$ cat config.mk
export PLATFORM = sky130hd
export DESIGN_NAME = fifo_push_arb
export DESIGN_NICKNAME = d
export VERILOG_FILES = /design/src/rtl/fifo_arb_pkg.sv /design/src/rtl/fifo_push_arb_rr_picker.sv /design/src/rtl/fifo_push_arb.sv
export SDC_FILE = /design/constraint.sdc
export NUM_CORES = 1
export LEC_CHECK = 0
export CORE_AREA = 2 2 81 83
export CTS_CLUSTER_SIZE = 24
export DETAILED_ROUTE_END_ITERATION = 7
export DIE_AREA = 0 0 83 85
export GPL_ROUTABILITY_DRIVEN = 0
export PLACE_DENSITY = 0.83
export SYNTH_ARGS = -nofsm -noshare
export SYNTH_HDL_FRONTEND = slang
export SYNTH_HIERARCHICAL = 1
export SYNTH_SLANG_ARGS = --single-unit
export TNS_END_PERCENT = 20
$ cat constraint.sdc
create_clock -name clk -period 1.83 [get_ports clk]
set_input_delay 0.2745 -clock clk [delete_from_list [all_inputs] [get_ports clk]]
set_output_delay 0.2745 -clock clk [all_outputs]
set_load 0.02 [all_outputs]
$ cat src/rtl/fifo_arb_pkg.sv
// Shared types and defaults for the FIFO push-port arbiter.
// Holds the arbiter FSM state encoding and the round-robin index helper.
package fifo_arb_pkg;

    localparam int DEF_DATA_WIDTH = 32;
    localparam int DEF_NUM_REQ    = 4;
    localparam int DEF_BURST_MAX  = 4;
    localparam int BEAT_CNT_W     = 4;

    typedef enum logic [1:0] {
        IDLE  = 2'd0,
        GRANT = 2'd1,
        ERROR = 2'd2
    } arb_state_e;

    function automatic int rr_wrap(input int base, input int offset, input int n);
        return (base + offset) % n;
    endfunction

endpackage

$ cat src/rtl/fifo_push_arb_rr_picker.sv
// Combinational round-robin priority encoder: the search starts one past
// last_idx and wraps, so the most recently served requester has lowest priority.
module rr_picker
    import fifo_arb_pkg::*;
#(
    parameter int NUM_REQ = DEF_NUM_REQ
) (
    input  logic [NUM_REQ-1:0]         req,
    input  logic [$clog2(NUM_REQ)-1:0] last_idx,
    output logic [$clog2(NUM_REQ)-1:0] next_idx,
    output logic                       any
);

    localparam int IDX_W = $clog2(NUM_REQ);

    int cand_s;

    // Scan offsets from farthest to nearest so the nearest active request wins.
    always_comb begin
        next_idx = last_idx;
        cand_s   = 0;
        any      = |req;
        for (int off = NUM_REQ; off >= 1; off--) begin
            cand_s   = rr_wrap(int'(last_idx), off, NUM_REQ);
            next_idx = req[IDX_W'(cand_s)] ? IDX_W'(cand_s) : next_idx;
        end
    end

endmodule

$ cat src/rtl/fifo_push_arb.sv
// Arbitrates NUM_REQ valid/ready requesters onto a single FIFO push port with
// round-robin grants, bounded bursts, full-flag stalls and a sticky error state.
module fifo_push_arb
    import fifo_arb_pkg::*;
#(
    parameter int DATA_WIDTH = DEF_DATA_WIDTH,
    parameter int NUM_REQ    = DEF_NUM_REQ,
    parameter int BURST_MAX  = DEF_BURST_MAX
) (
    input  logic                          clk,
    input  logic                          rst_n,
    input  logic [NUM_REQ-1:0]            req_valid,
    input  logic [NUM_REQ*DATA_WIDTH-1:0] req_data,
    output logic [NUM_REQ-1:0]            req_ready,
    output logic                          push_req_n,
    output logic [DATA_WIDTH-1:0]         data_in,
    input  logic                          push_full,
    input  logic                          push_error,
    output logic [$clog2(NUM_REQ)-1:0]    grant_id,
    output logic                          grant_vld,
    output logic                          err_flag,
    input  logic                          err_clr
);

    localparam int IDX_W = $clog2(NUM_REQ);
    localparam logic [BEAT_CNT_W-1:0] LAST_BEAT    = BEAT_CNT_W'(BURST_MAX - 1);
    localparam logic [IDX_W-1:0]      LAST_IDX_RST = IDX_W'(NUM_REQ - 1);

    arb_state_e             state_r;
    logic [IDX_W-1:0]       grant_id_r;
    logic [IDX_W-1:0]       last_grant_r;
    logic [BEAT_CNT_W-1:0]  beat_cnt_r;
    logic                   err_flag_r;
    logic                   grant_vld_r;

    logic [IDX_W-1:0]       pick_idx_s;
    logic                   pick_any_s;
    logic                   sel_valid_s;
    logic [DATA_WIDTH-1:0]  sel_data_s;
    logic                   accept_s;
    logic [NUM_REQ-1:0]     ready_s;

    rr_picker #(
        .NUM_REQ (NUM_REQ)
    ) u_picker (
        .req      (req_valid),
        .last_idx (last_grant_r),
        .next_idx (pick_idx_s),
        .any      (pick_any_s)
    );

    // Select the granted requester's valid and data word.
    always_comb begin
        sel_valid_s = 1'b0;
        sel_data_s  = '0;
        for (int i = 0; i < NUM_REQ; i++) begin
            sel_valid_s = (grant_id_r == IDX_W'(i)) ? req_valid[i] : sel_valid_s;
            sel_data_s  = (grant_id_r == IDX_W'(i)) ? req_data[i*DATA_WIDTH +: DATA_WIDTH]
                                                    : sel_data_s;
        end
    end

    // Ready goes only to the granted requester and follows the FIFO full flag.
    always_comb begin
        ready_s = '0;
        for (int i = 0; i < NUM_REQ; i++) begin
            ready_s[i] = grant_vld_r & (grant_id_r == IDX_W'(i)) & ~push_full;
        end
    end

    assign accept_s   = grant_vld_r & sel_valid_s & ~push_full;
    assign req_ready  = ready_s;
    assign push_req_n = ~accept_s;
    assign data_in    = sel_data_s;
    assign grant_id   = grant_id_r;
    assign grant_vld  = grant_vld_r;
    assign err_flag   = err_flag_r;

    // Arbiter FSM: grant selection, burst counting, stall and error handling.
    always_ff @(posedge clk or negedge rst_n) begin
        if (!rst_n) begin
            state_r      <= IDLE;
            grant_id_r   <= '0;
            last_grant_r <= LAST_IDX_RST;
            beat_cnt_r   <= '0;
            err_flag_r   <= 1'b0;
            grant_vld_r  <= 1'b0;
        end else if (push_error) begin
            // Error wins over every other transition, including err_clr.
            state_r     <= ERROR;
            err_flag_r  <= 1'b1;
            grant_vld_r <= 1'b0;
        end else begin
            case (state_r)
                IDLE: begin
                    if (pick_any_s) begin
                        grant_id_r  <= pick_idx_s;
                        beat_cnt_r  <= '0;
                        grant_vld_r <= 1'b1;
                        state_r     <= GRANT;
                    end else begin
                        state_r     <= IDLE;
                    end
                end
                GRANT: begin
                    if (!sel_valid_s) begin
                        last_grant_r <= grant_id_r;
                        grant_vld_r  <= 1'b0;
                        state_r      <= IDLE;
                    end else if (accept_s) begin
                        beat_cnt_r <= beat_cnt_r + BEAT_CNT_W'(1);
                        if (beat_cnt_r == LAST_BEAT) begin
                            last_grant_r <= grant_id_r;
                            grant_vld_r  <= 1'b0;
                            state_r      <= IDLE;
                        end else begin
                            state_r      <= GRANT;
                        end
                    end else begin
                        // Full stall: hold grant and beat count.
                        state_r <= GRANT;
                    end
                end
                ERROR: begin
                    if (err_clr) begin
                        err_flag_r <= 1'b0;
                        state_r    <= IDLE;
                    end else begin
                        state_r    <= ERROR;
                    end
                end
                default: begin
                    grant_vld_r <= 1'b0;
                    state_r     <= IDLE;
                end
            endcase
        end
    end

endmodule
# Word-level counts from Yosys, hierarchy flattened
# Index checks and enable logic that the tools add are counted.
dict set report word_totals {
  regBits 12
  input_bits 137
  out_inout_bits 41
  word_cells 101
}
dict set report op_classes {
  add_sub_neg 5
  n_lt_le_gt_ge 4
  eq_ne 15
  mux 47
  bitwise_logic 13
  reduce_logical 11
}
# op count
set op_table {}
lappend op_table {{$mux 32} 4}
lappend op_table {{$mux 1} 22}
lappend op_table {{$mux 2} 11}
lappend op_table {{$lt 2x4->1 const B} 4}
lappend op_table {{$mux 4} 3}
lappend op_table {{$and 1x1->1} 10}
lappend op_table {{$bmux 1 s2} 4}
lappend op_table {{$ne 2x2->1 const B} 4}
lappend op_table {{$ne 4x4->1 const B} 2}
lappend op_table {{$pmux 4 s2} 1}
lappend op_table {{$reduce_and 4->1} 2}
lappend op_table {{$eq 2x2->1 const B} 3}
lappend op_table {{$pmux 2 s3} 1}
lappend op_table {{$reduce_bool 2->1} 3}
lappend op_table {{$reduce_and 5->1} 1}
lappend op_table {{$add 2x1->2 const B} 2}
lappend op_table {{$add 2x2->2 const B} 2}
lappend op_table {{$add 4x1->4 const B} 1}
lappend op_table {{$eq 2x1->1 const B} 2}
lappend op_table {{$eq 4x2->1 const B} 1}
lappend op_table {{$logic_not 2->1} 2}
lappend op_table {{$ne 2x1->1 const B} 2}
lappend op_table {{$reduce_or 4->1} 1}
lappend op_table {{$ne 3x3->1 const B} 1}
lappend op_table {{4 further kinds} 6}

# Logic depth before layout (Yosys ltp)
# Gate-level depths: netlist (run 1).
dict set report depth {
  word_depth 11
  depth_mapped 5
}

# Modules after synthesis
# Netlist (run 1), hierarchy kept.
# module n_inst cells_per_inst area_each_um2 seq_area_each_um2
set by_module_without_submodules {}
lappend by_module_without_submodules {fifo_push_arb 1 97 1376.3 302.8}
lappend by_module_without_submodules {rr_picker 1 14 82.6 0.0}

# Worst setup path before layout (run 1)
# No wires, ideal clock.
dict set report synth_timing {
  kind {register to output}
  start {register grant_id_r[0] (netlist: grant_id[0])}
  end {output port data_in[17]}
  t_arrival_ns 1.744
  required_time_ns 1.556
  setup_slack_ns -0.188
  path_stages_with_launch 4
  path_cell_list {dfrtp_1 > buf_2 > buf_2 > mux4_2}
}
dict set report synth_between {
  elab_chain_len 5
}
# element line_no
set synth_rtl {}
lappend synth_rtl {{from (decl)} fifo_push_arb.sv:30} ;# logic [IDX_W-1:0] grant_id_r;
lappend synth_rtl {{from (signal assigned)} fifo_push_arb.sv:97} ;# grant_id_r <= pick_idx_s;
lappend synth_rtl {{$logic_not 2->1} fifo_push_arb.sv:58} ;# sel_data_s = (grant_id_r == IDX_W'(i)) ? req_data[i*DATA_WIDTH +: DATA_WIDTH]
lappend synth_rtl {{$mux 32 (3 in series)} fifo_push_arb.sv:58}
lappend synth_rtl {{$mux 32 (*)} fifo_push_arb.sv:58}
lappend synth_rtl {{to (decl)} fifo_push_arb.sv:16} ;# output logic [DATA_WIDTH-1:0] data_in,
# Mark *: on every way between the ends. The rest lies on a longest branch, timed or not.

# Final worst setup path (run 1)
dict set report layout_timing {
  start {register grant_id_r[0] (netlist: grant_id[0])}
  end {register last_grant_r[0]}
}
dict set report layout_between {
  elab_chain_len 9
}
# element line_no
set layout_rtl {}
lappend layout_rtl {{$logic_not 2->1} fifo_push_arb.sv:57} ;# sel_valid_s = (grant_id_r == IDX_W'(i)) ? req_valid[i] : sel_valid_s;
lappend layout_rtl {{$mux 1 (4 in series)} fifo_push_arb.sv:57}
lappend layout_rtl {{$and 1x1->1 (2 in series)} fifo_push_arb.sv:71} ;# assign accept_s = grant_vld_r & sel_valid_s & ~push_full;
lappend layout_rtl {{$ne 2x1->1 (no source line)} n/a}
lappend layout_rtl {{$reduce_and 4->1 (no source line)} n/a}
lappend layout_rtl {{to (signal assigned)} fifo_push_arb.sv:107} ;# last_grant_r <= grant_id_r;
lappend layout_rtl {{to (signal assigned)} fifo_push_arb.sv:113} ;# last_grant_r <= grant_id_r;
lappend layout_rtl {{to (decl)} fifo_push_arb.sv:31} ;# logic [IDX_W-1:0] last_grant_r;
# Several ways; a longest one is shown, not always the timed one. The select of a mux whose other input is x is not followed.
# A chain may end at the register's enable or synchronous reset.

==> results of run 1 <==
[repair_timing]
item,4_1_cts,5_1_grt
gates cloned,2,0
endpoints found under the setup margin,43,44
pin swaps,1,2
resized for setup,182,34
buffers inserted,2,0
[state kept, by name (all words and copies together), names as in the netlist]
signal        count
grant_id          2
last_grant_r      2
state_r           2
beat_cnt_r        4
grant_vld         1
err_flag          1
[stage by stage]
stage          instance area, um^2  power (W)  setup WS, ps
6_report                      3570    0.00411          -102
5_1_grt                       3570    0.00434          -147
4_1_cts                       3500    0.00402          -161
3_5_place_dp                  3430    0.00370          -476
3_3_place_gp                  3430    0.00365          -444
2_1_floorplan                 1470    0.00221          24.5
[area by class of cell]
| type | instances | area share (%) |
|---|---|---|
| Sequential cell | 12 | 8.58 |
| Multi-Input combinational cell | 84 | 32.9 |
| Antenna cell | 2 | 0.140 |
| Inverter | 6 | 0.630 |
| Clock buffer | 4 | 1.54 |
| Timing Repair Buffer | 194 | 53.5 |
| Tap cell | 77 | 2.70 |
[synthesized netlist by cell type, types with 3 or more instances]
library cell and number:
nand2b_1 4, o21ai_1 3, inv_1 5, o21ai_0 3, mux4_2 33, a21oi_1 6, clkbuf_1 4, nor2_1 4
mux2_1 3, nand2_1 3, dfrtp_1 10
[kinds of logic after synthesis]
| logic type | count (synthesis) | share of synthesized area (%) |
|---|---|---|
| muxes | 39 | 55.4 |
| adders and majority gates | 1 | 0.857 |
| DFF | 12 | 20.8 |
| AOI/OAI and AO/OA | 21 | 9.52 |
| and+or+nand+nor | 23 | 9.18 |
| buffers and inverters | 15 | 4.29 |
[worst paths after layout]
| kind | start | to | slack, ps | cells after the start |
|---|---|---|---|---|
| setup / recovery | grant_id[0]$_DFFE_PN0P_ | last_grant_r[0]$_DFFE_PN1P_ | -100 | 5 |
| hold / removal | rst_n | beat_cnt_r[1]$_DFFE_PN0P_ | 380 | 1 |
| setup reg to reg | grant_id[0]$_DFFE_PN0P_ | last_grant_r[0]$_DFFE_PN1P_ | -100 | 5 |
| hold reg to reg | err_flag$_DFFE_PN0P_ | err_flag$_DFFE_PN0P_ | 480 | 2 |
| max in group asynchronous | rst_n | grant_id[0]$_DFFE_PN0P_ | 1060 | 1 |
| min in group clk | err_flag$_DFFE_PN0P_ | err_flag$_DFFE_PN0P_ | 480 | 2 |
[metal layers]
layer / vias to the layer above / share of wire [%] / wire [um]
met5: - / 0.29 / 21
met4: 4 / 1.6 / 115
met3: 12 / 10 / 729
met2: 99 / 49 / 3540
met1: 899 / 39 / 2830
li1: 861 / - / -
[worst max-delay path, stage by stage, from the launching register on]
cell,delay [ps]
dfrtp_4,550
mux4_2,600
buf_6,170
o41ai_4,60
nand3_2,150
mux2_4,330
[power by group]
group / internal (W) / switching, W
Combinational: 0.00191 / 0.00146
Clock: 0.000190 / 0.0000920
Sequential: 0.000337 / 0.000123
==> results.py, run 1 <==
metrics = {
    "detailed_routing": {
        "vias_per_cell": 4.95,
        "remaining_drc_errors": 0,
        "finalWirelength_um": 7240,
        "wl_per_cell_um": 19.1,
        "first_iter_violations": 70,
        "drtAntennaViolNets": 0,
        "drtPass1Iterations": 4,
        "num_vias": 1875,
    },
    "clock_tree": {
        "clkLatencyLatePin_ps": 240,
        "clkTransAtPathRegs_ps": 50,
        "cts_buffers": 3,
        "cts-root-buf": "clkbuf_8",
        "ctsHoldBuffers": 0,
        "numClockSinks": 12,
        "clockBufferDepth": 2,
        "h-tree-depth": 1,
        "cts_tree": "yes",
    },
    "outcome": {
        "failed_checks": "negative setup slack",
        "status": "finished, violations left",
    },
    "grt": {
        "grt_max_degree": 30,
        "grtUsageMet1_pct": 23.8,
        "met2_usage_pct": 32.6,
        "overflow": 0,
        "grt_pass1_wl_um": 10800,
        "gr-usage-met3_pct": 8.37,
        "grt_pass1_vias": 1924,
        "gr-usage-all-layers_pct": 19.6,
        "antenna_found_initial": 4,
        "top_usage_layer": "met2",
    },
    "sta": {
        "finalHoldViolations": 0,
        "setup_tns_ps": -2400,
        "final.min_clock_period_ps": 1930,
        "tightest_slew_ps": 523,
        "holdWs_ps": 383,
        "finClkSkew_ps": 3.90,
        "rsz0062_at_grt": "true",
        "finalMaxSlewViolations": 0,
        "setup-violations-final": 37,
        "maxSlewHeadroom_pct": 65.0,
        "fmax_ghz": 0.518,
        "period_share_pct": 106,
        "fin_ws_ps": -102,
    },
    "run": {
        "maxCapViolCount": 0,
    },
    "die": {
        "io_pins": 178,
        "rows": 29,
        "core_area_um2": 6200,
        "dieWidth_um": 83,
        "initial_core_util_pct": 23.5,
        "die_area_um2": 7060,
        "die_h_um": 85,
    },
    "final_layout": {
        "fin_util_pct": 57.6,
        "ff_latch_area_um2": 307,
        "nets": 439,
        "syn_to_final_growth_pct": 145,
        "fill_cells": 511,
        "final_layout_size_suffix_gt1_share_pct": 36.0,
        "stdcell_count": 379,
        "layout_common_cells": "138 x clkdlybuf4s50_1, 33 x mux4_2, 21 x buf_6",
        "layout_commonest_cell": "clkdlybuf4s50_1",
        "multi_input_area_um2": 1170,
    },
    "pwr": {
        "leakage_nw": 1.41,
        "p_per_area_nw_per_um2": 1150,
        "max-vdd-ir-drop_mv": 0.840,
    },
    "synth": {
        "synth_area_leaders": "mux4_2 51%, dfrtp_1 17%, dfstp_2 3.6%, mux2_1 2.3%, a21oi_1 2.1%",
        "synth-seq-cells": 12,
        "yosys_warnings": 6,
        "synth_cell_types": 35,
        "synth_flop_cell": "dfrtp_1",
        "async_reset_ff_share_pct": 100,
        "yosysTopAreaCell": "mux4_2",
        "synthCells": 111,
        "netlist_area_um2": 1460,
        "synth_top_area_share_pct": 50.9,
        "avgSynthCellArea_um2": 13.1,
        "synth-seq-area-share_pct": 20.8,
        "syn-num-nets": 249,
        "synth-edff-count": 0,
    },
    "worst_setup_path": {
        "crit_path_end_kind": "register",
        "worstSetupPathType": "reg2reg",
        "cp_data_arrival_time_ps": 2100,
        "path_max_fanout": 8,
        "crit_required_ps": 2000,
        "start_kind": "register",
    },
    "placement": {
        "placed_cells": 370,
        "dp_hpwl_um": 6100,
        "portBuffers": 177,
    },
    "worst_hold_path": {
        "hold_class": "in2async",
    },
}
Power figures use the tool's default switching activity.
==> run 2, diff against run 1 <==
--- a/config.mk
+++ b/config.mk
@@ -5,12 +5,14 @@
 export SDC_FILE = /design/constraint.sdc
 export NUM_CORES = 1
 export LEC_CHECK = 0
-export CORE_AREA = 2 2 81 83
+export CAP_MARGIN = 20
+export CORE_AREA = 2 2 77 79
 export CTS_CLUSTER_SIZE = 24
 export DETAILED_ROUTE_END_ITERATION = 7
-export DIE_AREA = 0 0 83 85
+export DIE_AREA = 0 0 79 81
 export GPL_ROUTABILITY_DRIVEN = 0
-export PLACE_DENSITY = 0.83
+export PLACE_DENSITY = 0.87
+export SKIP_CTS_REPAIR_TIMING = 1
 export SYNTH_ARGS = -nofsm -noshare
 export SYNTH_HDL_FRONTEND = slang
 export SYNTH_HIERARCHICAL = 1
==> constraint.sdc (replaced) <==
create_clock -name clk -period 2 [get_ports clk]
set_input_delay 0.3 -clock clk [delete_from_list [all_inputs] [get_ports clk]]
set_output_delay 0.3 -clock clk [all_outputs]
set_load 0.02 [all_outputs]
==> results.py, run 2 (same netlist as run 1, synthesis figures left out) <==
metrics = {
    "clock_tree": {
        "clkTransAtPathRegs_ps": 50,
        "cts-root-buf": "clkbuf_8",
        "cts_tree": "yes",
        "clkLatencyLatePin_ps": 250,
        "h-tree-depth": 1,
        "numClockSinks": 12,
        "cts_buffers": 3,
        "clockBufferDepth": 2,
    },
    "detailed_routing": {
        "remaining_drc_errors": 0,
        "vias_per_cell": 5.02,
        "wl_per_cell_um": 19.9,
        "finalWirelength_um": 7380,
        "first_iter_violations": 37,
        "drtPass1Iterations": 4,
        "drtAntennaViolNets": 0,
        "num_vias": 1863,
    },
    "placement": {
        "place_worst_setup_slack_ps": -373,
        "portBuffers": 177,
        "dp_hpwl_um": 6160,
    },
    "worst_setup_path": {
        "timing.rr.end": "last_grant_r[1]$_DFFE_PN1P_",
        "start_kind": "register",
        "endpoint": "push_req_n",
        "path_max_fanout": 4,
        "reg2regPathDepth": 5,
        "worstSetupPathType": "reg2out",
        "crit_required_ps": 1700,
        "crit_start": "grant_id[0]$_DFFE_PN0P_",
        "worstReg2RegStart": "grant_id[0]$_DFFE_PN0P_",
        "cp_data_arrival_time_ps": 1670,
        "rrSetupSlack_ps": 120,
        "crit_path_end_kind": "output port",
    },
    "die": {
        "io_pins": 178,
        "dieWidth_um": 79,
        "die_h_um": 81,
        "die_area_um2": 6400,
        "core_area_um2": 5680,
        "rows": 28,
        "initial_core_util_pct": 25.7,
    },
    "sta": {
        "period_share_pct": 98.5,
        "setup_tns_ps": 0,
        "tightest_slew_ps": 531,
        "fmax_ghz": 0.508,
        "finalHoldViolations": 0,
        "fin_ws_ps": 30.2,
        "maxSlewHeadroom_pct": 64.5,
        "finClkSkew_ps": 3.60,
        "setup-violations-final": 0,
        "holdWs_ps": 397,
        "finalMaxSlewViolations": 0,
        "final.min_clock_period_ps": 1970,
    },
    "grt": {
        "grt_max_degree": 26,
        "overflow": 0,
        "grt_pass1_wl_um": 9870,
        "antenna_found_initial": 2,
        "gr-usage-all-layers_pct": 20.5,
        "grt_pass1_vias": 1829,
    },
    "pwr": {
        "p_per_area_nw_per_um2": 1000,
        "leakage_nw": 1.66,
        "max-vdd-ir-drop_mv": 0.711,
    },
    "final_layout": {
        "max_flop_register": "beat_cnt_r",
        "layout_commonest_cell": "clkdlybuf4s50_1",
        "layout_common_cells": "140 x clkdlybuf4s50_1, 35 x dlymetal6s2s_1, 33 x mux4_2",
        "fin_util_pct": 63.2,
        "nets": 435,
        "antenna_cells": 0,
        "largest_register_ffs": 4,
        "syn_to_final_growth_pct": 146,
        "final_layout_size_suffix_gt1_share_pct": 20.3,
    },
    "run": {
        "maxCapViolCount": 0,
    },
    "outcome": {
        "status": "finished clean",
    },
    "worst_hold_path": {
        "hold_class": "in2async",
    },
}
## run 2: cell type report
type	count	area [um^2]
inverter	6	22.5
timing repair buffer	190	2020
multi-input combinational	84	1100
clock buffer	4	45.0
sequential	12	304
fill	443	2090
tap	75	93.8
## run 2: critical path, stage by stage, from the launching register on
cell,delay [ps]
dfrtp_2,460
buf_4,150
mux4_2,580
nand2_2,100
buf_4,140
## run 2: report_power, final
part | internal (W) | switching [W]
sequential | 0.000303 | 0.0000852
combinational | 0.00169 | 0.00127
clock | 0.000141 | 0.0000949
## run 2: through the flow
step,power (W),instances,area (um^2)
2_1_floorplan,0.00201,111,1460
3_3_place_gp,0.00335,365,3420
3_5_place_dp,0.00340,365,3420
4_1_cts,0.00364,369,3460
5_1_grt,0.00377,371,3580
6_report,0.00359,371,3580
## run 2: worst min-delay path by stage
stage                                     from                        end  slack, ps  depth (start not counted)
after detailed placement  err_flag$_DFFE_PN0P_       err_flag$_DFFE_PN0P_        490                          2
final                                    rst_n      grant_vld$_DFFE_PN0P_        400                          1
after floorplan                          rst_n  beat_cnt_r[0]$_DFFE_PN0P_          4                          0
after CTS                                rst_n      grant_vld$_DFFE_PN0P_        420                          1
after global routing                     rst_n       state_r[0]$_DFF_PN0_        450                          1
after global placement    err_flag$_DFFE_PN0P_       err_flag$_DFFE_PN0P_        480                          2
## run 2: routing by layer
| metal | GRT usage (%) | share of wire [%] | up-vias | wire [um] |
|---|---|---|---|---|
| li1 | - | - | 842 | - |
| met1 | 22.2 | 35 | 915 | 2610 |
| met2 | 35.4 | 51 | 97 | 3730 |
| met3 | 10.8 | 13 | 7 | 970 |
| met4 | 5.17 | 0.83 | 2 | 61 |
| met5 | 0 | 0.18 | - | 13 |
